File: config.mk
export PLATFORM = sky130hd
export DESIGN_NAME = capture_ctrl
export DESIGN_NICKNAME = d
export VERILOG_FILES = /design/src/rtl/capture_ctrl.sv
export SDC_FILE = /design/constraint.sdc
export NUM_CORES = 1
export LEC_CHECK = 0
export ABC_AREA = 1
export BUFFER_PORTS_ARGS = -buffer_cell sky130_fd_sc_hd__buf_2
export CORE_MARGIN = 2
export CORE_UTILIZATION = 39
export CTS_BUF_LIST = sky130_fd_sc_hd__clkbuf_4 sky130_fd_sc_hd__clkbuf_8
export DETAILED_ROUTE_END_ITERATION = 10
export SLEW_MARGIN = 10
export SYNTH_ARGS = -nofsm -noshare
export SYNTH_HDL_FRONTEND = slang
export SYNTH_SLANG_ARGS = --single-unit
File: constraint.sdc
create_clock -name clk -period 1.63 [get_ports clk]
set_input_delay 0.0815 -clock clk [delete_from_list [all_inputs] [get_ports clk]]
set_output_delay 0.0815 -clock clk [all_outputs]
set_load 0.02 [all_outputs]
File: src/rtl/capture_ctrl.sv
`timescale 1ns/1ps
// capture_ctrl
// Sequences sample capture into the logic analyzer's channel RAM queue.
// It generates the RAM write enable and a circular write address. It waits
// until enough pre-trigger history is in the RAM, accepts a trigger, and then
// counts trig_pos post-trigger samples. When the capture is complete it pulses
// set_capture_done. At that point waddr points at the oldest sample, which is
// where the dump starts.
//
// Ports:
//   clk              system clock
//   rst_n            asynchronous active-low reset
//   wrt_smpl         one-cycle strobe: a decimated sample is valid this cycle
//   run              capture enable (run bit from trigger config)
//   capture_done     capture_done status bit held in the config block
//   triggered        trigger event from the trigger logic
//   trig_pos         number of samples to capture after the trigger
//   we               RAM write enable, shared by all channels
//   waddr            RAM write address; after done, address of oldest sample
//   armed            pre-trigger history satisfied, trigger may fire
//   set_capture_done one-cycle pulse that sets capture_done in the config block
module capture_ctrl #(
  parameter int ENTRIES = 384,
  parameter int LOG2    = 9
) (
  input  logic            clk,
  input  logic            rst_n,
  input  logic            wrt_smpl,
  input  logic            run,
  input  logic            capture_done,
  input  logic            triggered,
  input  logic [LOG2-1:0] trig_pos,
  output logic            we,
  output logic [LOG2-1:0] waddr,
  output logic            armed,
  output logic            set_capture_done
);

  typedef enum logic [1:0] {IDLE, CAPTURE, DONE} state_t;

  localparam logic [LOG2-1:0] LAST_ADDR = LOG2'(ENTRIES - 1);
  localparam logic [LOG2:0]   FULL_CNT  = (LOG2 + 1)'(ENTRIES);

  state_t          state, next_state;
  // smpl_cnt needs one extra bit so that it can hold ENTRIES itself.
  logic [LOG2:0]   smpl_cnt;
  logic [LOG2-1:0] trig_cnt;
  logic            trig_lat;

  logic [LOG2-1:0] trig_eff;
  logic [LOG2:0]   hist_sum;
  logic            start;
  logic            clr_cnt;

  // The post-trigger count cannot exceed the RAM depth. Otherwise the oldest
  // pre-trigger sample would be overwritten before the dump.
  always_comb begin
    trig_eff = (trig_pos > LAST_ADDR) ? LAST_ADDR : trig_pos;
    hist_sum = smpl_cnt + {1'b0, trig_eff};
  end

  always_ff @(posedge clk or negedge rst_n) begin
    if (!rst_n) state <= IDLE;
    else        state <= next_state;
  end

  // Next-state and output logic. A run=0 condition overrides everything else.
  // It forces IDLE, suppresses the write and the done pulse, and clears the
  // capture counters.
  always_comb begin
    next_state       = state;
    we               = 1'b0;
    armed            = 1'b0;
    set_capture_done = 1'b0;
    start            = 1'b0;
    clr_cnt          = 1'b0;
    case (state)
      IDLE: begin
        if (run && !capture_done) begin
          next_state = CAPTURE;
          start      = 1'b1;
        end
      end
      CAPTURE: begin
        armed = !trig_lat && (hist_sum >= FULL_CNT);
        // The done cycle issues no write. Because of that, the next write
        // position is also the oldest sample still held in the RAM.
        if (trig_lat && (trig_cnt == trig_eff)) begin
          set_capture_done = 1'b1;
          next_state       = DONE;
        end else begin
          we = wrt_smpl;
        end
      end
      DONE: begin
        if (!capture_done) next_state = IDLE;
      end
      default: next_state = IDLE;
    endcase
    if (!run) begin
      next_state       = IDLE;
      we               = 1'b0;
      set_capture_done = 1'b0;
      start            = 1'b0;
      clr_cnt          = 1'b1;
    end
  end

  // Write address, history counter, post-trigger counter and trigger latch.
  // A write in the same cycle as the trigger still counts as history, because
  // trig_lat only takes effect from the following cycle.
  always_ff @(posedge clk or negedge rst_n) begin
    if (!rst_n) begin
      waddr    <= '0;
      smpl_cnt <= '0;
      trig_cnt <= '0;
      trig_lat <= 1'b0;
    end else if (clr_cnt) begin
      smpl_cnt <= '0;
      trig_cnt <= '0;
      trig_lat <= 1'b0;
    end else if (start) begin
      waddr    <= '0;
      smpl_cnt <= '0;
      trig_cnt <= '0;
      trig_lat <= 1'b0;
    end else begin
      if (we) begin
        waddr <= (waddr == LAST_ADDR) ? '0 : waddr + 1'b1;
        if (smpl_cnt != FULL_CNT) smpl_cnt <= smpl_cnt + 1'b1;
        if (trig_lat) trig_cnt <= trig_cnt + 1'b1;
      end
      if (armed && triggered) trig_lat <= 1'b1;
    end
  end

endmodule
==> flow_summary_export.csv <==
group,metric,value,unit
yosys,syn_nets,434,
timing,tightest_slew,755.7,ps
hold_path,hold_path_depth,3,
yosys,synth-edff-count,0,
final_layout,syn2layout_area_growth,50.12,%
yosys,synth_area,2706,um^2
timing,fin_hold_ws,45.25,ps
drt,met3_wirelength,260,um
power_and_ir_drop,leakagePower,2.040,nW
yosys,yosys_warnings,0,
yosys,ys_ff_latch,31,
timing,period_share,128.7,%
drt,drtIter0Drc,170,
final_layout,final_cell_mix,"100 x nand2_1, 63 x buf_4, 52 x inv_1",
drt,met2_wirelength,3980,um
cts,clk_pin_slew_worst_paths,70,ps
yosys,syn_area_per_cell,6.699,um^2
cts,cts_root_buffer,"clkbuf_8",
power_and_ir_drop,powerDensity,516.5,nW/um^2
final_layout,final_util,60.13,%
floorplan,io_pins,27,
cts,cts.path.max_buffers,2,
timing,hold_violations,0,
timing,setup_viol,29,
worst_setup_path,rr_worst_depth,13,
floorplan,coreArea,6756,um^2
grt,overflow,0,
cts,cts_made_buffers,5,
hold_path,hold_path_class,"in -> reg",
drt,top_layer_used,"met4",
floorplan,start_util,40.06,%
worst_setup_path,endpoint_kind,"output port",
drt,wirelength_met1,3625,um
floorplan,die-area,7621,um^2
cts,clock-sinks,31,
final_layout,instances_no_fill,583,
final_layout,nets,532,
yosys,ys.flop_type,"dfrtp_1",
cts,cts.htree.levels,2,
worst_setup_path,crit_type,"reg -> out",
final_layout,layout_commonest_cell,"nand2_1",
timing,layout_setup_ws,-468.5,ps
final_layout,diodes,0,
placement,port-buffer-count,26,
power_and_ir_drop,total_power,2.098,mW
timing,fin_crit,2098,ps
placement,dpl.hpwl,5483,um
drt,wl_per_cell,13.68,um
timing,slew_violations,0,
drt,vias_per_cell,5.074,
cts,clock_latency,300,ps
status,violations,"negative setup slack",
final_layout,drive_gt1_share,43.34,%
status,status,"finished, violations left",
drt,ant_nets,0,
timing,final.setup_skew,11.41,ps
worst_setup_path,worstPathMaxFanout,2,
grt,first_global_vias,2767,
timing,maxSlewHeadroom,49.62,%
yosys,ys_seq_area_share,28.66,%
drt,routed_wl,7975,um
floorplan,fp.dieW,87.30,um
grt,grt_start_max_net_pins,32,
cts,cts_tree,"yes",
grt,grtUsageTotal,20.81,%
worst_setup_path,critPathArrivalTime,2020,ps
yosys,async_flop_share,100.0,%
drt,vias,2958,
timing,fin_setup_tns,-2605,ps
grt,grt_pass1_wl,12610,um
timing,fmax,476.5,MHz
drt,dr.pass1.iters,4,
timing,rsz0062_at_grt,"yes",
grt,antenna_found_initial,0,
power_and_ir_drop,ir_worst_vdd,0.0003228,V
worst_setup_path,worstSetupStartpointType,"flop",
flow_run,maxCapViolations,0,
yosys,synthCells,404,
drt,remaining_drc_errors,0,
worst_setup_path,required,1550,ps
floorplan,die_h,87.30,um
placement,dp.cells,552,
floorplan,rows,30,
yosys,synth_cell_types,30,
placement,gp_congestion,0.8503,
[routing by layer]
metal	track usage (%)	vias up
met2	35.06	54
met1	27.75	1412
met5	0	-
met4	5.175	0
met3	3.318	7
li1	-	1485
[worst max-delay path, cell delays in order, from the launching register on]
cell	delay, ps
dfrtp_1	400
ha_2	190
fa_2	340
nand3_2	70
nand2_2	60
nand2_2	80
nand3_2	70
nand2_1	60
nand2_1	70
nand2_2	120
nand2_2	70
nor2_4	80
buf_6	120
[path summary, 6_finish.rpt]
path	start	end	slack [ps]
min in group asynchronous	rst_n	waddr[4]$_DFFE_PN0P_	400
setup reg to reg	smpl_cnt[0]$_DFFE_PN0P_	trig_lat$_DFFE_PN0P_	-180
setup / recovery	smpl_cnt[0]$_DFFE_PN0P_	armed	-470
max in group asynchronous	rst_n	trig_cnt[1]$_DFFE_PN0P_	710
hold / removal	triggered	trig_lat$_DFFE_PN0P_	50
hold reg to reg	smpl_cnt[9]$_DFFE_PN0P_	smpl_cnt[9]$_DFFE_PN0P_	560
[through the flow]
stage | setup slack [ps] | instance area, um^2
6_report | -468.5 | 4063
5_1_grt | -524.6 | 4063
4_1_cts | -424.3 | 3610
3_5_place_dp | -308.2 | 3297
3_3_place_gp | -264.2 | 3297
2_1_floorplan | -25.62 | 2721
[final cells by class]
| class | instances | area, um^2 |
|---|---|---|
| fillers | 605 | 2694 |
| multi-input cells | 301 | 2038 |
| repair buffers | 102 | 792.0 |
| flip-flops and latches | 31 | 778.2 |
| inverters | 61 | 236.5 |
| well taps | 80 | 100.1 |
| clock buffers | 6 | 82.58 |
| clock inverters | 2 | 35.03 |
[where the power goes]
group / switching (mW) / internal (mW) / total [mW]
Sequential: 0.0111 / 0.783 / 0.794
Clock: 0.316 / 0.495 / 0.810
Combinational: 0.292 / 0.202 / 0.494
Total: 0.618 / 1.48 / 2.10
[kinds of logic after synthesis]
family | share of synthesized area (%)
buffers and inverters | 10.86
XOR/XNOR | 3.560
AND/OR/NAND/NOR | 46.00
flip-flops | 28.66
AO/OA/AOI/OAI | 3.699
adder cells (fa/ha/maj) | 7.212
[registers in the layout (all words and copies together) (netlist names)]
signal / flops
state: 2
trig_lat: 1
smpl_cnt: 10
waddr: 9
trig_cnt: 9
[cells in the mapped netlist (3+ instances only)]
master    instances  share of area [%]
nor4_1           10                2.3
nand2_1         122                 17
o21ai_0           4               0.74
inv_1            60                8.3
a21oi_1          10                1.8
nor3_1            6                1.1
clkbuf_1          7               0.97
ha_1             14                6.5
buf_6             3                1.2
nand3_2          16                5.9
nor2_1           37                5.1
nand4_1           9                2.1
dfrtp_1          31                 29
xor2_1            9                2.9
nand2_2           6                1.4
nand3_1          41                7.6
[repair_timing]
item | 4_1_cts | 5_1_grt
hold buffers | 1 | 0
pin swaps | 22 | 47
gates cloned | 1 | 0
setup endpoints to repair | 21 | 32
endpoints found under the hold margin | 31 | 0
buffers inserted | 12 | 13
resized for setup | 32 | 82
Power figures use the tool's default switching activity.
